[config.mk]
export PLATFORM = sky130hd
export DESIGN_NAME = ptp_bridge_igr_wrr_sched
export DESIGN_NICKNAME = d
export VERILOG_FILES = /design/src/rtl/ptp_bridge_igr_wrr_sched.sv
export SDC_FILE = /design/constraint.sdc
export NUM_CORES = 1
export LEC_CHECK = 0
export CAP_MARGIN = 20
export CORE_ASPECT_RATIO = 0.8
export CORE_MARGIN = 8
export CORE_UTILIZATION = 30
export CTS_CLUSTER_DIAMETER = 60
export DETAILED_ROUTE_END_ITERATION = 7
export PLACE_DENSITY_LB_ADDON = 0.08
export RECOVER_POWER = 50
export SYNTH_ARGS = -nofsm -noshare
export SYNTH_HDL_FRONTEND = slang
export SYNTH_SLANG_ARGS = --single-unit
[constraint.sdc]
create_clock -name clk -period 7.55 [get_ports clk]
set_clock_uncertainty 0.05 [all_clocks]
set_input_delay 1.8875 -clock clk [delete_from_list [all_inputs] [get_ports clk]]
set_output_delay 1.8875 -clock clk [all_outputs]
set_load 0.005 [all_outputs]
[src/rtl/ptp_bridge_igr_wrr_sched.sv]
// Packet-granular weighted round-robin scheduler for the PTP bridge ingress arbiter.
// Each ingress port may send up to wgt[i] packets per round; a grant is held from
// acceptance until end-of-packet so packets never interleave on the egress datapath.
// Optionally port 0 (PTP event traffic) wins every selection point outright.
module ptp_bridge_igr_wrr_sched #(
  parameter int N       = 4,
  parameter int WGT_W   = 4,
  parameter bit SP_IF0  = 1'b0,
  parameter int N_WIDTH = $clog2(N)
) (
  input  logic                 clk,
  input  logic                 rst,
  input  logic [N-1:0]         req,
  input  logic [N*WGT_W-1:0]   wgt,
  input  logic                 gnt_rdy,
  input  logic                 eop_done,
  output logic [N_WIDTH-1:0]   gnt,
  output logic                 gnt_vld,
  output logic                 busy,
  output logic [N*WGT_W-1:0]   credit
);

  typedef enum logic [1:0] {IDLE, REFILL, GRANT, XFER} state_t;

  state_t               state;
  state_t               state_nxt;
  logic [N_WIDTH-1:0]   rr_ptr;
  logic [N_WIDTH-1:0]   rr_nxt;
  logic [N_WIDTH-1:0]   gnt_nxt;
  logic [N_WIDTH-1:0]   sel;
  logic [N_WIDTH-1:0]   gnt_inc;
  logic                 gnt_vld_nxt;
  logic                 busy_nxt;
  logic                 sp_gnt;
  logic                 sp_gnt_nxt;
  logic                 found;
  logic                 sp_win;
  logic                 needs_refill;
  logic                 accept;
  logic [N*WGT_W-1:0]   credit_nxt;
  logic [N-1:0]         wgt_nz;
  logic [N-1:0]         cred_nz;
  logic [N-1:0]         eligible;
  logic [WGT_W-1:0]     gnt_credit;
  logic [WGT_W-1:0]     gnt_credit_dec;
  int                   scan_idx;

  // Per-port qualification: a port competes only with a request, a nonzero weight and credit left
  always_comb begin
    wgt_nz  = '0;
    cred_nz = '0;
    for (int i = 0; i < N; i++) begin
      wgt_nz[i]  = |wgt[i*WGT_W +: WGT_W];
      cred_nz[i] = |credit[i*WGT_W +: WGT_W];
    end
    eligible     = req & wgt_nz & cred_nz;
    needs_refill = (|(req & wgt_nz)) & ~(|eligible);
    sp_win       = SP_IF0 && req[0] && wgt_nz[0];
  end

  // Rotating search from rr_ptr; strict-priority port 0 pre-empts the search entirely
  always_comb begin
    found    = sp_win;
    sel      = '0;
    scan_idx = 0;
    if (!sp_win) begin
      for (int k = 0; k < N; k++) begin
        scan_idx = int'(rr_ptr) + k;
        if (scan_idx >= N) scan_idx = scan_idx - N;
        if (!found && eligible[scan_idx]) begin
          found = 1'b1;
          sel   = N_WIDTH'(scan_idx);
        end
      end
    end
  end

  // Credit of the granted port after a saturating decrement, and the wrapped successor index
  always_comb begin
    gnt_credit     = credit[int'(gnt)*WGT_W +: WGT_W];
    gnt_credit_dec = (gnt_credit == '0) ? '0 : gnt_credit - WGT_W'(1);
    gnt_inc        = (gnt == N_WIDTH'(N-1)) ? '0 : gnt + N_WIDTH'(1);
    accept         = (state == GRANT) && gnt_vld && gnt_rdy;
  end

  // Next-state and next-output logic for the IDLE/REFILL/GRANT/XFER machine
  always_comb begin
    state_nxt   = state;
    gnt_nxt     = gnt;
    gnt_vld_nxt = gnt_vld;
    busy_nxt    = busy;
    credit_nxt  = credit;
    rr_nxt      = rr_ptr;
    sp_gnt_nxt  = sp_gnt;
    case (state)
      IDLE: begin
        if (found) begin
          state_nxt   = GRANT;
          gnt_nxt     = sel;
          gnt_vld_nxt = 1'b1;
          sp_gnt_nxt  = sp_win;
        end else if (needs_refill) begin
          state_nxt = REFILL;
        end
      end
      REFILL: begin
        credit_nxt = wgt;
        state_nxt  = IDLE;
      end
      GRANT: begin
        if (accept) begin
          gnt_vld_nxt = 1'b0;
          if (!sp_gnt) begin
            credit_nxt[int'(gnt)*WGT_W +: WGT_W] = gnt_credit_dec;
            rr_nxt = (gnt_credit_dec != '0) ? gnt : gnt_inc;
          end
          if (eop_done) begin
            state_nxt = IDLE;
          end else begin
            state_nxt = XFER;
            busy_nxt  = 1'b1;
          end
        end
      end
      XFER: begin
        if (eop_done) begin
          state_nxt = IDLE;
          busy_nxt  = 1'b0;
        end
      end
      default: begin
        state_nxt = IDLE;
      end
    endcase
  end

  // State and output registers with synchronous reset; an in-flight packet is simply dropped
  always_ff @(posedge clk) begin
    if (rst) begin
      state   <= IDLE;
      gnt     <= '0;
      gnt_vld <= 1'b0;
      busy    <= 1'b0;
      credit  <= '0;
      rr_ptr  <= '0;
      sp_gnt  <= 1'b0;
    end else begin
      state   <= state_nxt;
      gnt     <= gnt_nxt;
      gnt_vld <= gnt_vld_nxt;
      busy    <= busy_nxt;
      credit  <= credit_nxt;
      rr_ptr  <= rr_nxt;
      sp_gnt  <= sp_gnt_nxt;
    end
  end

  // The granted port must keep its request up while its grant is on offer
  a_req_held: assert property (@(posedge clk) disable iff (rst) (state == GRANT) |-> req[gnt]);

endmodule

==> results of run 1 <==
==> where the power goes <==
part	switching [uW]	internal, uW
registers	64.3	173
clock network	43.3	46.6
logic	268	227
==> state kept, by name, indices dropped and copies added (netlist names) <==
name     count
credit      16
gnt          2
rr_ptr       2
state        2
busy         1
gnt_vld      1
==> stage by stage <==
stage | utilization [%] | instances | worst slack, ns | power, uW | area, um2
after floorplan | - | 182 | 4.260 | 553.8 | 1515
after detailed placement | 39.89 | 277 | 3.419 | 750.5 | 1974
after global routing | 41.00 | 281 | 3.478 | 887.0 | 2029
after global placement | 39.89 | 277 | 3.401 | 744.7 | 1974
after CTS | 41.00 | 281 | 3.703 | 841.4 | 2029
final | 41.00 | 281 | 3.684 | 822.7 | 2029
==> layout make-up <==
| class | count | area share, % |
|---|---|---|
| flip-flops and latches | 24 | 23.67 |
| repair buffers | 43 | 21.21 |
| inverters | 6 | 1.110 |
| clock buffers | 4 | 2.713 |
| well taps | 62 | 3.822 |
| multi-input cells | 142 | 47.47 |
==> synthesized netlist by cell type, drive strengths merged <==
cell    number  share of area, %
o41ai        4               2.3
o21ai        2              0.66
a21oi       11               3.6
a311oi       2               1.2
nor3b        2              0.99
a21o         6               3.1
nor2b        3               1.2
or2          1              0.41
mux4         4               6.7
inv          6               1.5
nand4        1              0.41
a31oi        1              0.41
a221oi      16               9.2
and3         2              0.91
nor4b        1              0.58
o41a         1              0.74
nor3        20               6.6
o21a         1              0.50
nor2        34               8.4
clkbuf       6               1.5
mux2         1              0.74
buf          4               1.7
nand2b       2               1.3
or3          1              0.41
and2         2              0.83
dfxtp       24                32
a211o        2               1.2
ha           5               4.1
o221ai       1              0.58
mux2i        1              0.66
nand2        5               1.2
nand4b       1              0.58
a211oi       1              0.50
a41o         1              0.66
nand3        1              0.33
nor4         6               2.5
==> cells by family (layout without fill, tap and decap cells) <==
| logic type | count (synthesis) | count (layout) | synth area share [%] |
|---|---|---|---|
| and+or+nand+nor | 82 | 82 | 26.76 |
| DFF | 24 | 24 | 31.71 |
| AOI/OAI and AO/OA | 49 | 49 | 24.61 |
| buffers and inverters | 16 | 53 | 4.707 |
| muxes | 6 | 6 | 8.093 |
| adders and majority gates | 5 | 5 | 4.129 |
==> critical path, stage by stage <==
cell and delay [ns]:
sky130_fd_sc_hd__clkdlybuf4s50_1 0.45, sky130_fd_sc_hd__and2_0 0.20, sky130_fd_sc_hd__nor2b_1 0.73, sky130_fd_sc_hd__a21oi_1 0.28, sky130_fd_sc_hd__a221oi_1 0.31, sky130_fd_sc_hd__nor3_1 0.08
==> routing by layer <==
metal	global-route usage [%]	wire, um	up-vias
met5	0	0	-
met4	1.838	35	0
met3	3.759	369	4
met2	22.11	2371	50
met1	17.33	2298	760
li1	-	-	778
==> worst paths after layout <==
check / cells past startpoint / slack [ns] / startpoint / end
setup / recovery: 6 / 3.68 / gnt_rdy / credit[7]
hold / removal: 2 / 0.46 / gnt_vld / gnt_vld
setup reg to reg: 8 / 4.55 / gnt[0] / rr_ptr[0]
hold reg to reg: 2 / 0.46 / gnt_vld / gnt_vld
==> metrics.log, run 1 <==
INFO  metric detail_route.drc_violations = 0
INFO  metric crit_required = 7.62 ns
INFO  metric synth.yosys.seq_area_share = 31.71%
INFO  metric via_to_cell_ratio = 5.665
INFO  metric run_status = finished clean
INFO  metric critical_path.startpoint_type = input port
INFO  metric mapped_nets = 211
INFO  metric yosysUniqueCellTypes = 42
INFO  metric first_iter_violations = 115
INFO  metric grt_pass1_vias = 1557
INFO  metric floorplan.io_pins = 44
INFO  metric insertion_delay = 0.27 ns
INFO  metric class_of_the_most_critical_setup_path = in2reg
INFO  metric yosysWarningCount = 0
INFO  metric synthesis.area = 0.001515 mm2
INFO  metric setup_viol_count_final = 0
INFO  metric final_cell_mix = 34 x sky130_fd_sc_hd__nor2_1, 24 x sky130_fd_sc_hd__dfxtp_1, 22 x sky130_fd_sc_hd__clkdlybuf4s50_1
INFO  metric place_congestion = 0.7778
INFO  metric cts.sinks = 24
INFO  metric cts.reportedPaths.clkPinSlew = 0.09 ns
INFO  metric synth_area_per_cell = 8.325 um2
INFO  metric endpoint_kind = flip-flop
INFO  metric cts_inserted_buffers = 3
INFO  metric drt_wl_total = 5075 um
INFO  metric tritoncts = yes
INFO  metric power_density_over_the_cells = 405.4 mW/mm2
INFO  metric most_common_cell_after_layout_fill_and_taps_aside = sky130_fd_sc_hd__nor2_1
INFO  metric arrival = 3.94 ns
INFO  metric port-buffer-count = 43
INFO  metric worst_slew_slack_as_a_fraction_of_its_limit = 35.00%
INFO  metric num_antenna_cells = 0
INFO  metric hold_buffers = 0
INFO  metric num-fill-cells = 509
INFO  metric timing.critical_path.fanout_max = 13
INFO  metric worst_min_path_class = reg2reg
INFO  metric place_hpwl = 4036 um
INFO  metric routed-via-count = 1592
INFO  metric maxCapViolCount = 0
INFO  metric clock_tree.root_cell = sky130_fd_sc_hd__clkbuf_8
INFO  metric synth_seq_cells = 24
INFO  metric die_h = 79.57 um
INFO  metric die_area = 0.007595 mm2
INFO  metric drtPass1Iterations = 4
INFO  metric std_cell_rows = 23
INFO  metric h-tree-depth = 1
INFO  metric grt_max_degree = 26
INFO  metric timing.final.crit_period = 3.866 ns
INFO  metric coreArea = 0.004950 mm2
INFO  metric cellLeakagePower = 0.0008105 uW
INFO  metric worst_pin_slew = 0.9718 ns
INFO  metric overflow = 0
INFO  metric final_hold_viol_count = 0
INFO  metric floorplan.initialDensity = 30.61%
INFO  metric max_freq = 0.2587 GHz
INFO  metric grt_util_all_layers = 13.41%
INFO  metric clock_tree.buffer_depth = 2
INFO  metric unrepaired_setup_endpoints_after_global_routing = false
INFO  metric number_of_antenna_violations_at_the_first_check_in_global_routing = 0
INFO  metric area.sequential = 480.5 um2
INFO  metric multi_input_area = 963.4 um2
INFO  metric die_width = 95.46 um
INFO  metric post_cts_resize_count = 0
INFO  metric maxSlewViolCount = 0
INFO  metric routed_wire_length_per_instance = 18.06 um
INFO  metric final.hold.worst_slack = 0.4618 ns
INFO  metric grt_first_pass_wirelength = 8107 um
INFO  metric synthToLayoutAreaGrowth = 33.94%
INFO  metric post-route-period-util = 51.21%
INFO  metric postCtsSetupRepairBufs = 0
INFO  metric peakVddDrop = 129.4 uV
INFO  metric number_of_instances_in_the_synthesized_netlist = 182
INFO  metric final_antenna_net_count = 0
INFO  metric final.setup.tns = 0 ns
INFO  metric design.final.nets = 249
INFO  metric post_route_cells_drive_above_1_share = 4.566%
No activity file was read; power rests on OpenSTA's default activity.
==> run 2, diff against run 1 <==
==> constraint.sdc (replaced) <==
create_clock -name clk -period 3.2 [get_ports clk]
set_clock_uncertainty 0.05 [all_clocks]
set_input_delay 0.8 -clock clk [delete_from_list [all_inputs] [get_ports clk]]
set_output_delay 0.8 -clock clk [all_outputs]
set_load 0.005 [all_outputs]
==> metrics.log, run 2 (same netlist as run 1, synthesis figures left out) <==
INFO  metric cellLeakagePower = 0.0008400 uW (was 0.0008105 uW)
INFO  metric worst_r2r_endpoint = rr_ptr[0] (unchanged)
INFO  metric class_of_the_most_critical_setup_path = reg2reg (was in2reg)
INFO  metric first_iter_violations = 86 (was 115)
INFO  metric worst_hold_path.endpoint = gnt_vld (unchanged)
INFO  metric critical_path.startpoint_type = flip-flop (was input port)
INFO  metric timing.critical_path.slowest_stage_cell = sky130_fd_sc_hd__mux4_1 (was sky130_fd_sc_hd__nor2b_1)
INFO  metric run_status = finished clean (unchanged)
INFO  metric design.final.nets = 256 (was 249)
INFO  metric most_common_cell_after_layout_fill_and_taps_aside = sky130_fd_sc_hd__nor2_1 (unchanged)
INFO  metric clock_tree.root_cell = sky130_fd_sc_hd__clkbuf_8 (unchanged)
INFO  metric cp_slowest_stage_delay = 0.64 ns (was 0.73 ns)
INFO  metric place_congestion = 0.8474 (was 0.7778)
INFO  metric maxSlewViolCount = 0 (unchanged)
INFO  metric cts_inserted_buffers = 3 (unchanged)
INFO  metric timing.critical_path.fanout_max = 4 (was 13)
INFO  metric largest_register_ff_count = 16 (unchanged)
INFO  metric routed-via-count = 1669 (was 1592)
INFO  metric h-tree-depth = 1 (unchanged)
INFO  metric grt_util_all_layers = 14.76% (was 13.41%)
INFO  metric register_with_the_most_flip_flops = credit (unchanged)
INFO  metric final_cell_mix = 34 x sky130_fd_sc_hd__nor2_1, 24 x sky130_fd_sc_hd__dfxtp_1, 24 x sky130_fd_sc_hd__clkdlybuf4s50_1 (was 34 x sky130_fd_sc_hd__nor2_1, 24 x sky130_fd_sc_hd__dfxtp_1, 22 x sky130_fd_sc_hd__clkdlybuf4s50_1)
INFO  metric worst_min_path_class = reg2reg (unchanged)
INFO  metric coreArea = 0.004950 mm2 (unchanged)
INFO  metric grt_first_pass_wirelength = 8749 um (was 8107 um)
INFO  metric overflow = 0 (unchanged)
INFO  metric area.sequential = 480.5 um2 (unchanged)
INFO  metric number_of_antenna_violations_at_the_first_check_in_global_routing = 0 (unchanged)
INFO  metric timing.final.crit_period = 2.748 ns
INFO  metric totalPowerFinal = 2039 uW (was 822.7 uW)
INFO  metric die_width = 95.46 um (unchanged)
INFO  metric drt_wl_total = 5404 um (was 5075 um)
INFO  metric synthToLayoutAreaGrowth = 37.90% (was 33.94%)
INFO  metric peakVddDrop = 270.1 uV (was 129.4 uV)
INFO  metric holdPathStages = 2 (unchanged)
INFO  metric via_to_cell_ratio = 5.795 (was 5.665)
INFO  metric post-route-period-util = 85.87%
INFO  metric final.setup.tns = 0 ns (unchanged)
INFO  metric ff2ff_setup_slack = 0.45 ns (was 4.55 ns)
INFO  metric postCtsSetupRepairBufs = 0 (unchanged)
INFO  metric holdCritStartpoint = gnt_vld (unchanged)
INFO  metric maxCapViolCount = 0 (unchanged)
INFO  metric port-buffer-count = 43 (unchanged)
INFO  metric setup_viol_count_final = 0 (unchanged)
INFO  metric num_antenna_cells = 0 (unchanged)
INFO  metric hold_buffers = 0 (unchanged)
INFO  metric worst_slew_slack_as_a_fraction_of_its_limit = 45.20% (was 35.00%)
INFO  metric tritoncts = yes (unchanged)
INFO  metric rr_startpoint = gnt[0] (unchanged)
INFO  metric cts.sinks = 24 (unchanged)
INFO  metric grt_pass1_vias = 1697 (was 1557)
INFO  metric die_h = 79.57 um (unchanged)
INFO  metric die_area = 0.007595 mm2 (unchanged)
INFO  metric post_cts_resize_count = 0 (unchanged)
INFO  metric multi_input_area = 962.2 um2 (was 963.4 um2)
INFO  metric clock_tree.buffer_depth = 2 (unchanged)
INFO  metric max_freq = 0.3639 GHz
INFO  metric final_hold_viol_count = 0 (unchanged)
INFO  metric worst_pin_slew = 0.8220 ns (was 0.9718 ns)
INFO  metric std_cell_rows = 23 (unchanged)
INFO  metric cts.reportedPaths.clkPinSlew = 0.10 ns (was 0.09 ns)
INFO  metric drtPass1Iterations = 4 (unchanged)
INFO  metric crit_top_cell = sky130_fd_sc_hd__inv_1
INFO  metric routed_wire_length_per_instance = 18.76 um (was 18.06 um)
INFO  metric post_route_cells_drive_above_1_share = 6.195% (was 4.566%)
INFO  metric detail_route.drc_violations = 0 (unchanged)
INFO  metric timing.reg2reg.worst_path_depth = 8 (unchanged)
INFO  metric arrival = 2.88 ns (was 3.94 ns)
INFO  metric insertion_delay = 0.28 ns (was 0.27 ns)
INFO  metric crit_required = 3.33 ns (was 7.62 ns)
INFO  metric grt_max_degree = 22 (was 26)
INFO  metric num-fill-cells = 490 (was 509)
INFO  metric cells_along_the_critical_path = mux4_1, inv_1, ha_1, inv_1, and2_1, a211o_1, or3_1, a311oi_1 (was clkdlybuf4s50_1, and2_0, nor2b_1, a21oi_1, a221oi_1, nor3_1)
INFO  metric power_density_over_the_cells = 975.7 mW/mm2 (was 405.4 mW/mm2)
INFO  metric final_antenna_net_count = 0 (unchanged)
INFO  metric floorplan.initialDensity = 30.61% (unchanged)
INFO  metric floorplan.io_pins = 44 (unchanged)
INFO  metric place_hpwl = 4215 um (was 4036 um)
INFO  metric endpoint_kind = flip-flop (unchanged)
INFO  metric unrepaired_setup_endpoints_after_global_routing = false (unchanged)
## run 2: layout make-up
| class | instances | share of cell area (%) |
|---|---|---|
| clock buffers | 3 | 1.976 |
| clock inverters | 1 | 1.437 |
| inverters | 6 | 1.078 |
| multi-input cells | 142 | 46.05 |
| flip-flops and latches | 24 | 22.99 |
| well taps | 62 | 3.713 |
| repair buffers | 50 | 22.75 |
## run 2: layer usage
metal | routed length (um) | GRT usage [%] | part of all wire, % | up-vias
met5 | 0 | 0 | 0 | -
met4 | 104 | 5.207 | 1.9 | 0
met3 | 346 | 3.571 | 6.4 | 10
met2 | 2473 | 24.10 | 46 | 63
met1 | 2479 | 18.45 | 46 | 801
li1 | - | - | - | 795
## run 2: power breakdown
group / switching, uW / internal [uW]
Combinational: 675 / 549
Clock: 107 / 167
Sequential: 132 / 408
Total: 915 / 1120
## run 2: how the worst max path moves through the flow
| stage | from | end | slack [ns] |
|---|---|---|---|
| global route | gnt[0] | rr_ptr[0] | 0.28 |
| CTS | gnt[0] | rr_ptr[0] | 0.43 |
| finish | gnt[0] | rr_ptr[0] | 0.45 |
| global placement | wgt[13] | gnt[1] | 0.24 |
| detailed placement | wgt[13] | gnt[1] | 0.34 |
| floorplan | gnt[0] | rr_ptr[0] | 0.59 |
## run 2: worst max-delay path, delay by kind of cell (launching register included)
kind            cells  cell delay [ns]
simple gates        2             0.49
flops               1             0.44
compound gates      2             0.57
buf+inv             2             0.22
mux                 1             0.64
fa+ha+maj           1             0.26
## run 2: through the flow
stage / std cells / instance area, um2 / hold slack, ns / setup WS [ns] / util, %
global route: 288 / 2090 / 0.4879 / 0.2753 / 42.21
floorplan: 182 / 1515 / 0.4423 / 0.5906 / -
detailed placement: 284 / 2027 / 0.4498 / 0.3388 / 40.95
CTS: 288 / 2098 / 0.4720 / 0.4270 / 42.39
finish: 288 / 2090 / 0.4620 / 0.4521 / 42.21
global placement: 284 / 2027 / 0.4448 / 0.2361 / 40.95
==> run 3, diff against run 2 <==
--- a/config.mk
+++ b/config.mk
@@ -11,8 +11,10 @@
 export CORE_UTILIZATION = 30
 export CTS_CLUSTER_DIAMETER = 60
 export DETAILED_ROUTE_END_ITERATION = 7
+export MAX_ROUTING_LAYER = met4
 export PLACE_DENSITY_LB_ADDON = 0.08
 export RECOVER_POWER = 50
 export SYNTH_ARGS = -nofsm -noshare
 export SYNTH_HDL_FRONTEND = slang
 export SYNTH_SLANG_ARGS = --single-unit
+export TNS_END_PERCENT = 1
==> metrics.log, run 3 (same netlist as run 1, synthesis figures left out) <==
INFO  metric holdCritStartpoint = gnt_vld (unchanged)
INFO  metric clock_tree.root_cell = sky130_fd_sc_hd__clkbuf_8 (unchanged)
INFO  metric final_cell_mix = 34 x sky130_fd_sc_hd__nor2_1, 24 x sky130_fd_sc_hd__dfxtp_1, 24 x sky130_fd_sc_hd__clkdlybuf4s50_1 (unchanged)
INFO  metric post_cts_resize_count = 0 (unchanged)
INFO  metric power_switching_share = 44.93% (was 44.86%)
INFO  metric die_width = 95.46 um (unchanged)
INFO  metric worst_min_path_class = reg2reg (unchanged)
INFO  metric floorplan.initialDensity = 30.61% (unchanged)
INFO  metric insertion_delay = 0.27 ns (was 0.28 ns)
INFO  metric timing.critical_path.fanout_max = 4 (unchanged)
INFO  metric final_hold_viol_count = 0 (unchanged)
INFO  metric class_of_the_most_critical_setup_path = reg2reg (unchanged)
INFO  metric worst_hold_path.endpoint = gnt_vld (unchanged)
INFO  metric place_congestion = 0.8607 (was 0.8474)
INFO  metric power.clock.fraction = 13.5% (about the same)
INFO  metric port-buffer-count = 43 (unchanged)
INFO  metric die_area = 0.007595 mm2 (unchanged)
INFO  metric rr_startpoint = gnt[0] (unchanged)
INFO  metric post_route_cells_drive_above_1_share = 6.195% (unchanged)
INFO  metric power.net_switching = 917.1 uW (was 914.6 uW)
INFO  metric tritoncts = yes (unchanged)
INFO  metric clock_tree.buffer_depth = 2 (unchanged)
INFO  metric setup_viol_count_final = 0 (unchanged)
INFO  metric synthToLayoutAreaGrowth = 37.90% (unchanged)
INFO  metric maxCapViolCount = 0 (unchanged)
INFO  metric num-fill-cells = 490 (unchanged)
INFO  metric routed-via-count = 1667 (was 1669)
INFO  metric comb_power_share = 60.1% (was 60.0%)
INFO  metric crit_required = 3.33 ns (about the same)
INFO  metric run_status = finished clean (unchanged)
INFO  metric final.hold.worst_slack = 0.4601 ns (was 0.4620 ns)
INFO  metric drtPass1Iterations = 5 (was 4)
INFO  metric p_int = 1124 uW (unchanged)
INFO  metric postCtsSetupRepairBufs = 0 (unchanged)
INFO  metric grt_pass1_vias = 1694 (was 1697)
INFO  metric register_with_the_most_flip_flops = credit (unchanged)
INFO  metric final_antenna_net_count = 0 (unchanged)
INFO  metric most_common_cell_after_layout_fill_and_taps_aside = sky130_fd_sc_hd__nor2_1 (unchanged)
INFO  metric maxSlewViolCount = 0 (unchanged)
INFO  metric overflow = 0 (unchanged)
INFO  metric design.final.nets = 256 (unchanged)
INFO  metric power_density_over_the_cells = 976.9 mW/mm2 (was 975.7 mW/mm2)
INFO  metric dpl_worst_slack = 0.3388 ns (unchanged)
INFO  metric floorplan.io_pins = 44 (unchanged)
INFO  metric place_hpwl = 4215 um (unchanged)
INFO  metric worst_r2r_endpoint = rr_ptr[0] (unchanged)
INFO  metric h-tree-depth = 1 (unchanged)
INFO  metric routed_wire_length_per_instance = 18.83 um (was 18.76 um)
INFO  metric worst_pin_slew = 0.8166 ns (was 0.8220 ns)
INFO  metric hold_buffers = 0 (unchanged)
INFO  metric timing.reg2reg.worst_path_depth = 8 (unchanged)
INFO  metric cellLeakagePower = 0.0008400 uW (unchanged)
INFO  metric grt_util_all_layers = 15.15% (was 14.76%)
INFO  metric holdPathStages = 2 (unchanged)
INFO  metric std_cell_rows = 23 (unchanged)
INFO  metric cts_inserted_buffers = 3 (unchanged)
INFO  metric first_iter_violations = 75 (was 86)
INFO  metric critical_path.startpoint_type = flip-flop (unchanged)
INFO  metric drt_wl_total = 5422 um (was 5404 um)
INFO  metric ff2ff_setup_slack = 0.45 ns (about the same)
INFO  metric cts.reportedPaths.clkPinSlew = 0.10 ns (about the same)
INFO  metric worst_slew_slack_as_a_fraction_of_its_limit = 45.56% (was 45.20%)
INFO  metric endpoint_kind = flip-flop (unchanged)
INFO  metric die_h = 79.57 um (unchanged)
INFO  metric timing.final.crit_period = 2.755 ns (was 2.748 ns)
INFO  metric grt_first_pass_wirelength = 8763 um (was 8749 um)
INFO  metric via_to_cell_ratio = 5.788 (was 5.795)
INFO  metric num_antenna_cells = 0 (unchanged)
INFO  metric detail_route.drc_violations = 0 (unchanged)
INFO  metric max_freq = 0.3630 GHz (was 0.3639 GHz)
INFO  metric totalPowerFinal = 2041 uW (was 2039 uW)
INFO  metric arrival = 2.89 ns (was 2.88 ns)
INFO  metric unrepaired_setup_endpoints_after_global_routing = false (unchanged)
INFO  metric grt_max_degree = 22 (unchanged)
INFO  metric final_critical_path_setup_slack = 0.4453 ns (was 0.4521 ns)
INFO  metric coreArea = 0.004950 mm2 (unchanged)
INFO  metric number_of_antenna_violations_at_the_first_check_in_global_routing = 0 (unchanged)
INFO  metric final.setup.tns = 0 ns (unchanged)
INFO  metric peakVddDrop = 271.1 uV (was 270.1 uV)
INFO  metric largest_register_ff_count = 16 (unchanged)
INFO  metric cts.sinks = 24 (unchanged)
INFO  metric post-route-period-util = 86.08% (was 85.87%)
INFO  metric power.sequential.fraction = 26.5% (about the same)
run 3: cell counts in the layout (fill, tap and decap cells not counted):
Identical to the previous run, type by type.
run 3: layout make-up:
| class | count | area, um2 | share of cell area (%) |
|---|---|---|---|
| timing repair buffer | 50 | 475.5 | 22.75 |
| sequential | 24 | 480.5 | 22.99 |
| tap | 62 | 77.57 | 3.713 |
| inverter | 6 | 22.52 | 1.078 |
| multi-input combinational | 142 | 962.2 | 46.05 |
| clock inverter | 1 | 30.03 | 1.437 |
| clock buffer | 3 | 41.29 | 1.976 |
run 3: worst max path at each step:
stage                     startpoint         to  slack, ns  cells past startpoint
after floorplan               gnt[0]  rr_ptr[0]       0.59                      9
after global placement       wgt[13]     gnt[1]       0.24                      7
after detailed placement     wgt[13]     gnt[1]       0.34                      7
after CTS                     gnt[0]  rr_ptr[0]       0.43                      8
after global routing          gnt[0]  rr_ptr[0]       0.28                      8
final                         gnt[0]  rr_ptr[0]       0.45                      8
run 3: critical path, cell delays in order, from the launching register on:
cell	delay (ns)
sky130_fd_sc_hd__dfxtp_1	0.44
sky130_fd_sc_hd__mux4_1	0.64
sky130_fd_sc_hd__inv_1	0.13
sky130_fd_sc_hd__ha_1	0.26
sky130_fd_sc_hd__inv_1	0.09
sky130_fd_sc_hd__and2_1	0.17
sky130_fd_sc_hd__a211o_1	0.32
sky130_fd_sc_hd__or3_1	0.32
sky130_fd_sc_hd__a311oi_1	0.26
run 3: stage by stage:
step | cells | util [%] | instance area (um2)
6_report | 288 | 42.21 | 2090
5_1_grt | 288 | 42.21 | 2090
4_1_cts | 288 | 42.39 | 2098
3_5_place_dp | 284 | 40.95 | 2027
3_3_place_gp | 284 | 40.95 | 2027
2_1_floorplan | 182 | - | 1515
run 3: power by group through the flow:
stage | registers, uW | clock network (uW) | logic, uW
final | 540 | 275 | 1230
after detailed placement | 553 | 0 | 1250
after CTS | 546 | 280 | 1260
after global routing | 564 | 294 | 1350
after global placement | 553 | 0 | 1230
after floorplan | 510 | 0 | 797
run 3: per-layer routing:
metal	routed length [um]	vias up	global-route usage, %
li1	-	798	-
met1	2536	799	18.61
met2	2499	62	23.97
met3	302	8	3.289
met4	83	0	5.207
met5	0	-	-
